`config.mk`:
```
export PLATFORM = sky130hd
export DESIGN_NAME = vend_dispense_ctrl
export DESIGN_NICKNAME = d
export VERILOG_FILES = /design/src/rtl/vend_dispense_ctrl.sv
export SDC_FILE = /design/constraint.sdc
export NUM_CORES = 1
export LEC_CHECK = 0
export BUFFER_PORTS_ARGS = -buffer_cell sky130_fd_sc_hd__buf_2
export CORE_MARGIN = 5
export CORE_UTILIZATION = 50
export CTS_CLUSTER_SIZE = 30
export DETAILED_ROUTE_END_ITERATION = 8
export GPL_TIMING_DRIVEN = 0
export PLACE_DENSITY_LB_ADDON = 0.2
export RECOVER_POWER = 50
export SYNTH_ARGS = -nofsm -noshare
export SYNTH_HDL_FRONTEND = slang
export SYNTH_SLANG_ARGS = --single-unit
```
`constraint.sdc`:
```
create_clock -name clk -period 6.55 [get_ports clk]
set_clock_uncertainty 0.1 [all_clocks]
set_input_delay 0.3275 -clock clk [delete_from_list [all_inputs] [get_ports clk]]
set_output_delay 0.3275 -clock clk [all_outputs]
set_load 0.02 [all_outputs]
```
`src/rtl/vend_dispense_ctrl.sv`:
```
// vend_dispense_ctrl
//   Downstream dispense sequencer for the vending machine. Queues item and
//   coin requests from the vending FSM and drives the product motor and the
//   coin-eject solenoid one action at a time, each followed by an idle gap.
//
// Ports
//   clk          system clock, rising edge
//   reset        synchronous, active-high
//   purchase     one-cycle pulse, one item per high cycle
//   cash_return  00 none, 01 one coin, 10 two coins, 11 illegal (flags overflow)
//   motor_en     product motor drive (registered)
//   coin_eject   change solenoid drive (registered)
//   vend_done    one-cycle pulse per completed item (registered)
//   coin_done    one-cycle pulse per completed coin (registered)
//   busy         action in progress or work queued (decoded from registers)
//   vend_pend    items queued, not yet started
//   coin_pend    coins queued, not yet started
//   overflow     sticky: queue saturated or illegal cash_return code
//
// state | meaning
// ------+--------------------------------------------------------------
// IDLE  | nothing running; picks next item, else next coin (one cycle min)
// MOTOR | motor_en high, timer counts MOTOR_CYCLES down to terminal count
// EJECT | coin_eject high, timer counts EJECT_CYCLES down to terminal count
// GAP   | both drives low for GAP_CYCLES, then back to IDLE
module vend_dispense_ctrl #(
  parameter int MOTOR_CYCLES = 8,
  parameter int EJECT_CYCLES = 4,
  parameter int GAP_CYCLES   = 2,
  parameter int QW           = 3
) (
  input  logic          clk,
  input  logic          reset,
  input  logic          purchase,
  input  logic [1:0]    cash_return,
  output logic          motor_en,
  output logic          coin_eject,
  output logic          vend_done,
  output logic          coin_done,
  output logic          busy,
  output logic [QW-1:0] vend_pend,
  output logic [QW-1:0] coin_pend,
  output logic          overflow
);

  localparam int MAX_ME  = (MOTOR_CYCLES > EJECT_CYCLES) ? MOTOR_CYCLES : EJECT_CYCLES;
  localparam int MAX_CYC = (MAX_ME > GAP_CYCLES) ? MAX_ME : GAP_CYCLES;
  localparam int TW      = $clog2(MAX_CYC + 1);

  localparam logic [TW-1:0] MOTOR_LD = TW'(MOTOR_CYCLES);
  localparam logic [TW-1:0] EJECT_LD = TW'(EJECT_CYCLES);
  localparam logic [TW-1:0] GAP_LD   = TW'(GAP_CYCLES);
  localparam logic [TW-1:0] TC       = TW'(1);

  // Sums are formed one bit wider so a saturating add can be detected.
  localparam logic [QW:0] PEND_MAX = {1'b0, {QW{1'b1}}};

  typedef enum logic [1:0] {
    IDLE  = 2'd0,
    MOTOR = 2'd1,
    EJECT = 2'd2,
    GAP   = 2'd3
  } state_t;

  state_t        state_q, state_d;
  logic [TW-1:0] timer_q, timer_d;
  logic          motor_en_q, motor_en_d;
  logic          coin_eject_q, coin_eject_d;
  logic          vend_done_q, vend_done_d;
  logic          coin_done_q, coin_done_d;
  logic          overflow_q, overflow_d;
  logic [QW-1:0] vend_pend_q, vend_pend_d;
  logic [QW-1:0] coin_pend_q, coin_pend_d;

  logic          vend_take;
  logic          coin_take;
  logic [1:0]    coin_add;
  logic [QW:0]   vend_sum;
  logic [QW:0]   coin_sum;

  always_comb begin
    state_d      = state_q;
    timer_d      = timer_q;
    motor_en_d   = 1'b0;
    coin_eject_d = 1'b0;
    vend_done_d  = 1'b0;
    coin_done_d  = 1'b0;
    vend_take    = 1'b0;
    coin_take    = 1'b0;

    case (state_q)
      IDLE: begin
        // Items always go before coins so change follows its product.
        if (vend_pend_q != '0) begin
          vend_take  = 1'b1;
          state_d    = MOTOR;
          timer_d    = MOTOR_LD;
          motor_en_d = 1'b1;
        end else if (coin_pend_q != '0) begin
          coin_take    = 1'b1;
          state_d      = EJECT;
          timer_d      = EJECT_LD;
          coin_eject_d = 1'b1;
        end
      end
      MOTOR: begin
        if (timer_q == TC) begin
          state_d     = GAP;
          timer_d     = GAP_LD;
          vend_done_d = 1'b1;
        end else begin
          timer_d    = timer_q - TC;
          motor_en_d = 1'b1;
        end
      end
      EJECT: begin
        if (timer_q == TC) begin
          state_d     = GAP;
          timer_d     = GAP_LD;
          coin_done_d = 1'b1;
        end else begin
          timer_d      = timer_q - TC;
          coin_eject_d = 1'b1;
        end
      end
      GAP: begin
        if (timer_q == TC) begin
          state_d = IDLE;
          timer_d = '0;
        end else begin
          timer_d = timer_q - TC;
        end
      end
      default: begin
        state_d = IDLE;
        timer_d = '0;
      end
    endcase
  end

  always_comb begin
    overflow_d = overflow_q;
    coin_add   = 2'd0;
    case (cash_return)
      2'b01:   coin_add = 2'd1;
      2'b10:   coin_add = 2'd2;
      2'b11:   overflow_d = 1'b1;
      default: coin_add = 2'd0;
    endcase

    // A take only happens when the counter is nonzero, so no underflow.
    vend_sum = {1'b0, vend_pend_q} + (QW+1)'(purchase) - (QW+1)'(vend_take);
    coin_sum = {1'b0, coin_pend_q} + (QW+1)'(coin_add) - (QW+1)'(coin_take);

    if (vend_sum > PEND_MAX) begin
      vend_pend_d = '1;
      overflow_d  = 1'b1;
    end else begin
      vend_pend_d = vend_sum[QW-1:0];
    end

    if (coin_sum > PEND_MAX) begin
      coin_pend_d = '1;
      overflow_d  = 1'b1;
    end else begin
      coin_pend_d = coin_sum[QW-1:0];
    end
  end

  always_ff @(posedge clk) begin
    if (reset) begin
      state_q      <= IDLE;
      timer_q      <= '0;
      motor_en_q   <= 1'b0;
      coin_eject_q <= 1'b0;
      vend_done_q  <= 1'b0;
      coin_done_q  <= 1'b0;
      overflow_q   <= 1'b0;
      vend_pend_q  <= '0;
      coin_pend_q  <= '0;
    end else begin
      state_q      <= state_d;
      timer_q      <= timer_d;
      motor_en_q   <= motor_en_d;
      coin_eject_q <= coin_eject_d;
      vend_done_q  <= vend_done_d;
      coin_done_q  <= coin_done_d;
      overflow_q   <= overflow_d;
      vend_pend_q  <= vend_pend_d;
      coin_pend_q  <= coin_pend_d;
    end
  end

  assign motor_en   = motor_en_q;
  assign coin_eject = coin_eject_q;
  assign vend_done  = vend_done_q;
  assign coin_done  = coin_done_q;
  assign overflow   = overflow_q;
  assign vend_pend  = vend_pend_q;
  assign coin_pend  = coin_pend_q;
  assign busy       = (state_q != IDLE) | (|vend_pend_q) | (|coin_pend_q);

endmodule

```
==> flow_summary.json <==
{
  "nFillCells": 220,
  "slew_headroom_pct": 76.0,
  "clock_sinks": 17,
  "first_iter_violations": 18,
  "ys_seq_area_share_pct": 31.1,
  "yosysUniqueCellTypes": 33,
  "cp-startpoint": "vend_pend[1]",
  "grt_pass1_wl_microns": 3520,
  "clk_latency_ns": 0.28,
  "h-tree-depth": 1,
  "synth_ff_type": "dfxtp_1",
  "area_growth_pct": 11.1,
  "finalSetupViolCount": 0,
  "wire_per_inst_microns": 12.5,
  "setup.worst_path.end_class": "flop",
  "syn_area_per_cell_sq_um": 8.83,
  "drive_gt1_share_pct": 10.5,
  "antenna_found_initial": 0,
  "ys_ff_latch": 17,
  "synth_top_family_by_area": "adder cells",
  "dpl.hpwl_microns": 1760,
  "first_global_vias": 858,
  "vdd_drop_max_mv": 0.360,
  "grtUsageTotal_pct": 13.9,
  "routed_wirelength_microns": 2140,
  "hold_viol": 0,
  "synth-xor-area-share_pct": 3.20,
  "gp_congestion": 0.771,
  "yosysTopAreaCell": "dfxtp_1",
  "netlist_area_sq_um": 1090,
  "die_w_microns": 56.8,
  "r2r-start": "vend_pend[1]",
  "cts.clk_slew.worst_paths_ns": 0.10,
  "synth_compound_area_share_pct": 19.2,
  "setup_tns_ns": 0,
  "port_buffers": 15,
  "vias_per_cell": 5.20,
  "critPathRequiredTime_ns": 6.62,
  "synth_nets": 147,
  "synth_edf_count": 0,
  "cts_setup_buffers": 0,
  "power.leakage_uw": 0.000544,
  "cts_buffer_depth": 2,
  "whs_ns": 0.164,
  "max_cap_viol_count": 0,
  "hold_path_class": "in -> reg",
  "cellPowerDensity_nw_per_um2": 555,
  "multiInputGateArea_sq_um": 651,
  "core_sq_um": 2150,
  "ios": 17,
  "synth_most_common_cell": "inv_1",
  "outcome": "completed",
  "path_class": "reg -> reg",
  "rr_worst_depth": 9,
  "worst_pin_slew_ns": 0.358,
  "initial_utilization_pct": 51.0,
  "fmax_mhz": 409,
  "r2r-end": "overflow",
  "cp.arrival_ns": 2.51,
  "nets": 167,
  "die_height_microns": 56.8,
  "synthTopCellsByArea": "dfxtp_1 (31%), ha_1 (18%), a21oi_1 (7.8%)",
  "grt_max_degree": 11,
  "vias": 890,
  "regArea_sq_um": 340,
  "cts-buffers-inserted": 3,
  "startpoint_type": "flop",
  "grt_setup_unrepaired": "no",
  "synth_top_area_share_pct": 31.1,
  "postRouteAntennaNets": 0,
  "synth_cells": 124,
  "synthSimpleGateAreaFrac_pct": 15.1,
  "die_area_sq_um": 3230,
  "finalMaxSlewViolations": 0,
  "min_period_ns": 2.45,
  "post_cts_resized": 0,
  "cp_max_fo": 5,
  "root_buffer": "clkbuf_4",
  "hold_buffers": 0,
  "critPathCapture": "overflow",
  "fp-row-count": 17,
  "min_period_over_period_pct": 37.3,
  "cts_tree": "done",
  "n_antenna_cell": 0,
  "synth_fa_ha_area_share_pct": 21.9,
  "async_reset_ff_share_pct": 0,
  "remaining_drc_errors": 0,
  "first_pass_iters": 4,
  "r2r_slack_ns": 4.10,
  "yosysWarnings": 0,
  "synthTopCellsByCount": "inv_1 (20), a21oi_1 (17), dfxtp_1 (17)",
  "grt-ovfl-total": 0,
  "synthMuxAreaShare_pct": 0
}
## final cells by class
class	count	area share, %
Sequential cell	17	28.0
Tap cell	28	2.88
Buffer	4	1.95
Clock buffer	4	2.16
Multi-Input combinational cell	82	53.5
Inverter	21	6.48
Timing Repair Buffer	15	5.04
## logic make-up after synthesis
| kind of cell | Yosys count |
|---|---|
| compound gates | 31 |
| fa+ha+maj | 18 |
| flops | 17 |
| simple gates | 29 |
| buf+inv | 25 |
| xor+xnor | 4 |
## placed cells by master (no fill, tap or decap), drive strengths merged, types with 4 or more instances in the layout
cell / netlist / routed
nor3: 4 / 4
ha: 16 / 16
buf: 4 / 7
dfxtp: 17 / 17
nand2: 5 / 5
a21oi: 17 / 17
nand2b: 4 / 4
a21o: 4 / 4
nor2: 5 / 5
xnor2: 4 / 4
inv: 21 / 21
clkbuf: 0 / 16
## registers in the layout, indices dropped and copies added, names as in the netlist
register and cells:
overflow 1, coin_pend 3, timer_q 4, coin_eject 1
vend_pend 3, motor_en 1, vend_done 1, coin_done 1
state_q 2
## per-stage QoR
step / cell area, sq um / utilization, % / worst slack, ns / instances / total power, uW
2_1_floorplan: 1090 / - / 4.24 / 124 / 526
3_3_place_gp: 1200 / 56.1 / 4.16 / 167 / 610
3_5_place_dp: 1200 / 56.1 / 4.12 / 167 / 633
4_1_cts: 1230 / 57.3 / 4.09 / 171 / 691
5_1_grt: 1220 / 56.6 / 4.00 / 171 / 745
6_report: 1220 / 56.6 / 4.10 / 171 / 675
## layer usage
metal	part of all wire, %	wire length, microns	track usage, %	vias to the layer above
met1	46	988	16.4	414
met2	49	1050	24.8	16
met5	0	0	0	-
met3	3.8	81	2.53	4
li1	-	-	-	456
met4	0.79	17	4.97	0
## how the worst min path moves through the flow
stage	startpoint	to	slack (ns)	depth (start not counted)
global route	reset	vend_pend[0]	0.18	2
detailed placement	timer_q[1]	timer_q[1]	0.37	2
floorplan	timer_q[1]	timer_q[1]	0.34	2
CTS	reset	vend_pend[0]	0.16	2
finish	reset	vend_pend[0]	0.16	2
global placement	timer_q[1]	timer_q[1]	0.36	2
## critical path, cell delays in order (launching register included)
cell     delay, ns
dfxtp_1       0.36
or3_1         0.43
and2_1        0.20
ha_1          0.28
inv_1         0.04
ha_1          0.20
a21o_1        0.18
a21oi_1       0.18
xnor2_1       0.23
a31oi_1       0.13
## power breakdown
part | switching [uW] | internal, uW
Clock | 32.2 | 23.6
Combinational | 250 | 188
Sequential | 36.3 | 145
Total | 318 | 357
Power figures use the tool's default switching activity.
